**config.mk**
```make
export PLATFORM = sky130hd
export DESIGN_NAME = mmio_poll_master
export DESIGN_NICKNAME = d
export VERILOG_FILES = /design/src/rtl/mmio_pkg.sv /design/src/rtl/poll_timer.sv /design/src/rtl/mmio_poll_master.sv
export SDC_FILE = /design/constraint.sdc
export NUM_CORES = 1
export LEC_CHECK = 0
export CORE_AREA = 2 2 87 89
export CTS_BUF_LIST = sky130_fd_sc_hd__clkbuf_4
export CTS_CLUSTER_SIZE = 16
export DETAILED_ROUTE_END_ITERATION = 8
export DIE_AREA = 0 0 89 91
export PLACE_DENSITY = 0.84
export SLEW_MARGIN = 20
export SYNTH_ARGS = -nofsm -noshare
export SYNTH_HDL_FRONTEND = slang
export SYNTH_SLANG_ARGS = --single-unit
```
**constraint.sdc**
```tcl
create_clock -name clk -period 3.15 [get_ports clk]
set_input_delay 0.63 -clock clk [delete_from_list [all_inputs] [get_ports clk]]
set_output_delay 0.63 -clock clk [all_outputs]
set_load 0.02 [all_outputs]
```
**src/rtl/mmio_pkg.sv**
```systemverilog
`default_nettype none
// ============================================================================
//  Module   : mmio_pkg
//  Purpose  : Shared bus address map, IO status bit positions and FSM states
//             for the MMIO polling bus master.
//  Revision : 1.0 - initial release
// ============================================================================
package mmio_pkg;

    // IO register byte addresses (bit7 set selects the IO space)
    localparam logic [7:0] STATUS_ADDR = 8'h80;
    localparam logic [7:0] SWITCH_ADDR = 8'h84;
    localparam logic [7:0] LED_ADDR    = 8'h88;

    // Pending-button bits inside the status register
    localparam int BTNL_BIT = 1;
    localparam int BTNR_BIT = 0;

    typedef enum logic [2:0] {
        IDLE  = 3'd0,
        WAIT  = 3'd1,
        POLL  = 3'd2,
        RDSW  = 3'd3,
        WRLED = 3'd4,
        WRLOG = 3'd5,
        CLR   = 3'd6
    } state_t;

endpackage
`default_nettype wire

```
**src/rtl/poll_timer.sv**
```systemverilog
`default_nettype none
// ============================================================================
//  Module   : poll_timer
//  Purpose  : Loadable down-counter; after a load, expire is high during the
//             POLL_DIV-th cycle so the caller spends exactly POLL_DIV cycles
//             waiting.
//  Revision : 1.0 - initial release
// ============================================================================
module poll_timer #(
    parameter int POLL_DIV = 16
) (
    input  logic clk,
    input  logic reset,
    input  logic load,
    output logic expire
);

    localparam int            CW       = (POLL_DIV > 1) ? $clog2(POLL_DIV) : 1;
    localparam logic [CW-1:0] LOAD_VAL = CW'(POLL_DIV - 1);

    logic [CW-1:0] r_count;
    logic          r_run;

    // Count down from POLL_DIV-1 after a load; stop once the zero cycle is seen
    always_ff @(posedge clk or posedge reset) begin
        if (reset) begin
            r_count <= '0;
            r_run   <= 1'b0;
        end else if (load) begin
            r_count <= LOAD_VAL;
            r_run   <= 1'b1;
        end else if (expire) begin
            r_run   <= 1'b0;
        end else if (r_run) begin
            r_count <= r_count - 1'b1;
        end
    end

    assign expire = r_run && (r_count == '0);

endmodule
`default_nettype wire

```
**src/rtl/mmio_poll_master.sv**
```systemverilog
`default_nettype none
// ============================================================================
//  Module   : mmio_poll_master
//  Purpose  : Bring-up bus initiator. Polls the IO status register; on btnL
//             reads the switches, writes the byte sum to the LEDs and logs it
//             into a circular buffer in data memory; on btnR clears the LEDs.
//  Revision : 1.0 - initial release
// ============================================================================
module mmio_poll_master #(
    parameter int         POLL_DIV  = 16,
    parameter logic [7:0] LOG_BASE  = 8'h40,
    parameter int         LOG_DEPTH = 8
) (
    input  logic        clk,
    input  logic        reset,
    input  logic        en,
    output logic [7:0]  addr,
    output logic        write,
    output logic [31:0] writeData,
    input  logic [31:0] readData,
    output logic        busy,
    output logic [3:0]  log_count
);

    import mmio_pkg::*;

    localparam int PW = (LOG_DEPTH > 1) ? $clog2(LOG_DEPTH) : 1;

    state_t          r_state;
    state_t          w_next;
    logic            w_load;
    logic            w_expire;
    logic [8:0]      w_sum;
    logic [8:0]      r_sum;
    logic [15:0]     r_sw;
    logic [PW-1:0]   r_ptr;
    logic [3:0]      r_log_count;
    logic [7:0]      w_log_addr;
    logic [7:0]      w_addr;
    logic            w_write;
    logic [31:0]     w_wdata;
    logic            w_unused_rd;

    // Only the low half of readData carries information for this master
    assign w_unused_rd = &{1'b0, readData[31:16]};

    // Byte sum of the switch word, widened so the carry is kept
    assign w_sum      = {1'b0, readData[15:8]} + {1'b0, readData[7:0]};
    assign w_log_addr = LOG_BASE + 8'({r_ptr, 2'b00});

    // Restart the poll interval on every entry into WAIT
    assign w_load = (w_next == WAIT) && (r_state != WAIT);

    poll_timer #(
        .POLL_DIV (POLL_DIV)
    ) u_poll_timer (
        .clk    (clk),
        .reset  (reset),
        .load   (w_load),
        .expire (w_expire)
    );

    // State register
    always_ff @(posedge clk or posedge reset) begin
        if (reset) r_state <= IDLE;
        else       r_state <= w_next;
    end

    // Next-state decision; readData is looked at while the read address is on the bus
    always_comb begin
        w_next = r_state;
        case (r_state)
            IDLE:    if (en) w_next = WAIT;
            WAIT:    if (w_expire) w_next = en ? POLL : IDLE;
            POLL: begin
                if (readData[BTNL_BIT])      w_next = RDSW;
                else if (readData[BTNR_BIT]) w_next = CLR;
                else                         w_next = WAIT;
            end
            RDSW:    w_next = WRLED;
            WRLED:   w_next = WRLOG;
            WRLOG:   w_next = WAIT;
            CLR:     w_next = WAIT;
            default: w_next = IDLE;
        endcase
    end

    // Bus values for the state being entered, so they are registered and stable all cycle
    always_comb begin
        w_addr  = 8'h00;
        w_write = 1'b0;
        w_wdata = 32'h0;
        case (w_next)
            POLL:  w_addr = STATUS_ADDR;
            RDSW:  w_addr = SWITCH_ADDR;
            WRLED: begin
                // Entered only from RDSW, so readData still shows the switches
                w_addr  = LED_ADDR;
                w_write = 1'b1;
                w_wdata = {23'b0, w_sum};
            end
            WRLOG: begin
                w_addr  = w_log_addr;
                w_write = 1'b1;
                w_wdata = {7'b0, r_sw, r_sum};
            end
            CLR: begin
                w_addr  = LED_ADDR;
                w_write = 1'b1;
            end
            default: ;
        endcase
    end

    // Registered bus outputs
    always_ff @(posedge clk or posedge reset) begin
        if (reset) begin
            addr      <= 8'h00;
            write     <= 1'b0;
            writeData <= 32'h0;
        end else begin
            addr      <= w_addr;
            write     <= w_write;
            writeData <= w_wdata;
        end
    end

    // Switch capture, log pointer and saturating log counter
    always_ff @(posedge clk or posedge reset) begin
        if (reset) begin
            r_sum       <= 9'h0;
            r_sw        <= 16'h0;
            r_ptr       <= '0;
            r_log_count <= 4'h0;
        end else begin
            if (r_state == RDSW) begin
                r_sum <= w_sum;
                r_sw  <= readData[15:0];
            end
            if (r_state == WRLOG) begin
                r_ptr <= (LOG_DEPTH > 1) ? r_ptr + 1'b1 : '0;
                if (r_log_count != 4'hF) r_log_count <= r_log_count + 4'h1;
            end
        end
    end

    assign busy      = (r_state != IDLE);
    assign log_count = r_log_count;

endmodule
`default_nettype wire

```
### Word-level counts from Yosys, hierarchy flattened

Cells that the tools add are included.

| operators by class | value |
|---|---|
| bitwise operators | 0 |
| equality and inequality tests | 15 |
| $lt $le $gt $ge | 0 |
| shift operators | 0 |
| div/mod/pow operators | 0 |
| multipliers | 0 |
| muxes and demuxes | 14 |
| add/subtract/negate cells | 5 |
| reduce and logical (&&, ||, !) cells | 12 |

Operator list:

| kind | count |
|---|---|
| $pmux 25 s2 | 1 |
| $pmux 8 s4 | 1 |
| $eq 3x3->1 const B | 6 |
| $pmux 3 s6 | 1 |
| $eq 3x2->1 const B | 4 |
| $mux 3 | 4 |
| $mux 4 | 3 |
| $add 8x8->9 | 1 |
| $add 7x5->8 const A | 1 |
| $eq 3x1->1 const B | 2 |
| $add 4x1->4 const B | 1 |
| $logic_not 4->1 | 1 |
| $ne 4x4->1 const B | 1 |
| $reduce_and 2->1 | 2 |
| $reduce_bool 2->1 | 2 |
| $reduce_or 2->1 | 2 |
| $sub 4x1->4 const B | 1 |
| $add 3x1->3 const B | 1 |
| $logic_not 3->1 | 1 |
| $mux 1 | 3 |
| $ne 3x1->1 const B | 1 |
| $reduce_bool 3->1 | 1 |
| $reduce_or 3->1 | 1 |
| $logic_and 1x1->1 | 2 |
| 2 further kinds | 2 |

| word-level totals | value |
|---|---|
| memories | 0 |
| latch bits | 0 |
| bits in registers | 81 |
| memory bits (read-only) | 0 |
| RAM bits | 0 |
| bits of input ports | 35 |
| output and inout bits | 46 |

### Longest topological paths before layout

| depth | value |
|---|---|
| depth after elaboration | 8 |
| mapped depth | 8 |
| gate-level depth less buffers | 8 |

### Hierarchy

Synthesis repeated with hierarchy kept, for this count alone.

| unflattened totals | value |
|---|---|
| cell total of the unflattened synthesis | 297 |
| area, all modules | 3131.8 um^2 |

Modules (own cells, without submodules):

| module | area an instance (um^2) | sequential area each (um^2) | instances | cells an instance |
|---|---|---|---|---|
| mmio_poll_master | 2865.2 | 1651.6 | 1 | 270 |
| poll_timer | 266.5 | 125.1 | 1 | 27 |

### Worst setup path after synthesis

No wires, ideal clock.

| path | value |
|---|---|
| path kind | input to register |
| start | input readData[0] |
| end | register r_sum[8] |
| arrival | 1990 ps |
| setup slack | 1028 ps |
| data required time | 3019 ps |
| stages | 8 |
| cell sequence | ha_1 -> inv_1 -> fa_1 -> nor2b_4 -> o31a_1 -> o311a_1 -> o211ai_1 -> nand3_1 |

| between the ends | value |
|---|---|
| longest elaborated chain between the ends | 1 |

Ends and longest elaborated chain:

| item | line | source |
|---|---|---|
| start, declared | mmio_poll_master.sv:20 | `input logic [31:0] readData,` |
| $add 8x8->9 | mmio_poll_master.sv:48 | `assign w_sum = {1'b0, readData[15:8]} + {1'b0, readData[7:0]};` |
| end signal, assigned | mmio_poll_master.sv:137 | `r_sum <= w_sum;` |
| end, declared | mmio_poll_master.sv:34 | `logic [8:0] r_sum;` |

Every way passes these cells.
A chain may end at the register's enable or synchronous reset.

### Worst setup path after layout

| path | value |
|---|---|
| start | register r_state[0] |
| end | output busy |

| between the ends | value |
|---|---|
| longest elaborated chain between the ends | 1 |

Ends and longest elaborated chain:

| item | line | source |
|---|---|---|
| start, declared | mmio_poll_master.sv:29 | `state_t r_state;` |
| start signal, assigned | mmio_poll_master.sv:66 | `else r_state <= w_next;` |
| $reduce_bool 3->1 | mmio_poll_master.sv:147 | `assign busy = (r_state != IDLE);` |
| end, declared | mmio_poll_master.sv:21 | `output logic busy,` |

Every way passes these cells.

==> impl_metrics.ini <==
[sta]
finalHoldViolCount = 0
post-route-period-util_pct = 80.2
setup_viol = 0
setup_tns_ps = 0
rsz0062_at_grt = false
tightest_slew_ps = 847
slew_violations = 0
fmax_ghz = 0.396
finalCriticalPeriod_ps = 2530
skew_ps = 11.6
max-slew-margin-rel_pct = 43.5

[synthesis]
synth_warnings = 0
synth_common_cells = nand2_1 (73), dfrtp_1 (71), and2_1 (18)
synthesis.instances = 298
yosysUniqueCellTypes = 45
synth_edf_count = 0
dominantRegCellSynth = dfrtp_1
synth_area_leader_cell = dfrtp_1
syn_avg_cell_area_um2 = 10.5
seq_area_frac_synth_pct = 57.1
async_flop_share_pct = 100
synthesis.area_mm2 = 0.00311
synth.area.top_cells = dfrtp_1 (57%), nand2_1 (8.8%), ha_1 (4.8%)
synth_top_area_share_pct = 57.1
ys_seq_elements = 71
yosysMostFrequentCell = nand2_1

[detailed_routing]
drc = 0
drt_pass1_iterations = 4
vias = 2173
first_iter_violations = 99
viasPerCell = 4.74
avgRoutedWirePerCell_um = 12.7
routed_wl_mm = 5.83
ant_nets = 0

[clock_network]
hold_buffers = 0
postCtsSetupBuffers = 0
cts_max_level = 3
cts-resized-gates = 0
clockBufferDepth = 2
cts_tree = done
cts_sinks = 71
clock_latency_ps = 410
cts.clk_slew.worst_paths_ps = 110
numCtsBuffers = 9
clockRootBuffer = clkbuf_4

[floorplan]
io_pins = 81
num_rows = 31
initial_core_util_pct = 43.6
die_h_um = 91
floorplan.die_area_mm2 = 0.00810
die_w_um = 89
core_mm2 = 0.00714

[global_route]
grt_pass1_vias = 2168
grt_max_degree = 72
gr-total-overflow = 0
grt_usage_pct = 15.7
grt_pass1_wl_mm = 9.76
antenna_found_initial = 0

[cells_and_area]
fill_cells = 647
antenna_cells = 0
drive_above_1_share_pct = 8.08
fin_nets = 402
syn_to_final_growth_pct = 23.6

[pwr]
powerDensity_mw_per_mm2 = 652
totalPowerFinal_mw = 2.51
power_leakage_nw = 1.87
vdd_ir_drop_max_mv = 0.202

[critical_path]
cp-end-kind = output port
crit_type = reg -> out
cp_max_fo = 14
cp-start-kind = flip-flop
cp.arrival_ps = 1900
cp.required_ps = 2520

[worst_hold_path]
hold_path_class = reg -> reg

[place]
post-dp-hpwl_mm = 4.25
port_buffers = 54
place_congestion = 0.806

[job]
max-cap-violations = 0

[status]
outcome = finished clean
critical path: stages, from the launching register on:
cell and delay (ps):
dfrtp_1 530, or3_1 420, clkdlybuf4s50_1 540
sequential cells by signal (all words and copies together) (netlist names):
| signal | cells |
|---|---|
| u_poll_timer.r_run | 1 |
| writeData | 25 |
| log_count | 4 |
| r_ptr | 3 |
| r_sw | 16 |
| u_poll_timer.r_count | 4 |
| r_sum | 9 |
| addr | 5 |
| write | 1 |
| r_state | 3 |
final timing paths:
kind	from	endpoint	slack, ps	depth (start not counted)
max	r_state[0]	busy	620	2
min	r_ptr[2]	r_ptr[2]	480	1
max reg2reg	r_state[0]	addr[2]	1350	4
min reg2reg	r_ptr[2]	r_ptr[2]	480	1
max in group asynchronous	reset	r_sum[0]	1820	3
min in group asynchronous	reset	writeData[10]	790	3
layout by cell type, fill, tap and decap left out, drive strengths merged, types with 2 or more instances in the layout:
master	n
nor3	6
xnor2	5
clkinv	3
xor2	3
o211ai	2
or3	2
clkdlybuf4s50	54
buf	4
nor3b	3
a21o	9
ha	12
o21ai	15
o21a	3
nor2	10
clkbuf	9
a31oi	2
dfrtp	71
a21oi	5
conb	10
a211oi	4
nand3	3
nor2b	4
and2	18
nand2	73
inv	11
metal layers:
metal | vias to the layer above | routed length (um) | global-route usage [%]
met3 | 11 | 226 | 4.00
met4 | 0 | 146 | 7.96
met1 | 1043 | 2400 | 18.4
met5 | - | 0 | 0
li1 | 1073 | - | -
met2 | 46 | 3060 | 26.0
power by group:
part	switching (mW)	internal [mW]
clock	0.333	0.251
sequential	0.157	1.15
combinational	0.332	0.290
layout make-up:
cell class	count	area [um2]	area share (%)
Clock buffer	9	67.6	1.75
Timing Repair Buffer	58	571	14.8
Inverter	8	30.0	0.780
Sequential cell	71	1780	46.1
Tap cell	99	124	3.22
Multi-Input combinational cell	206	1200	31.2
Clock inverter	7	78.8	2.05
kinds of logic after synthesis:
kind of cell | count (synthesis) | share of synthesized area, %
AND/OR/NAND/NOR | 127 | 19.1
buffers and inverters | 30 | 5.58
adder cells (fa/ha/maj) | 13 | 5.46
other | 1 | 0.120
flip-flops | 71 | 57.1
multiplexers | 1 | 0.362
AO/OA/AOI/OAI | 47 | 10.0
XOR/XNOR | 8 | 2.25
through the flow:
step                worst slack, ps  cells  hold WS [ps]  instance area, um2  utilization [%]
global placement                427    442           449                3700             51.9
floorplan                       723    307           437                3150                -
finish                          623    458           475                3850             53.9
detailed placement              340    442           456                3700             51.9
CTS                             595    458           478                3850             53.9
global route                    540    458           505                3850             53.9
Power figures use the tool's default switching activity.
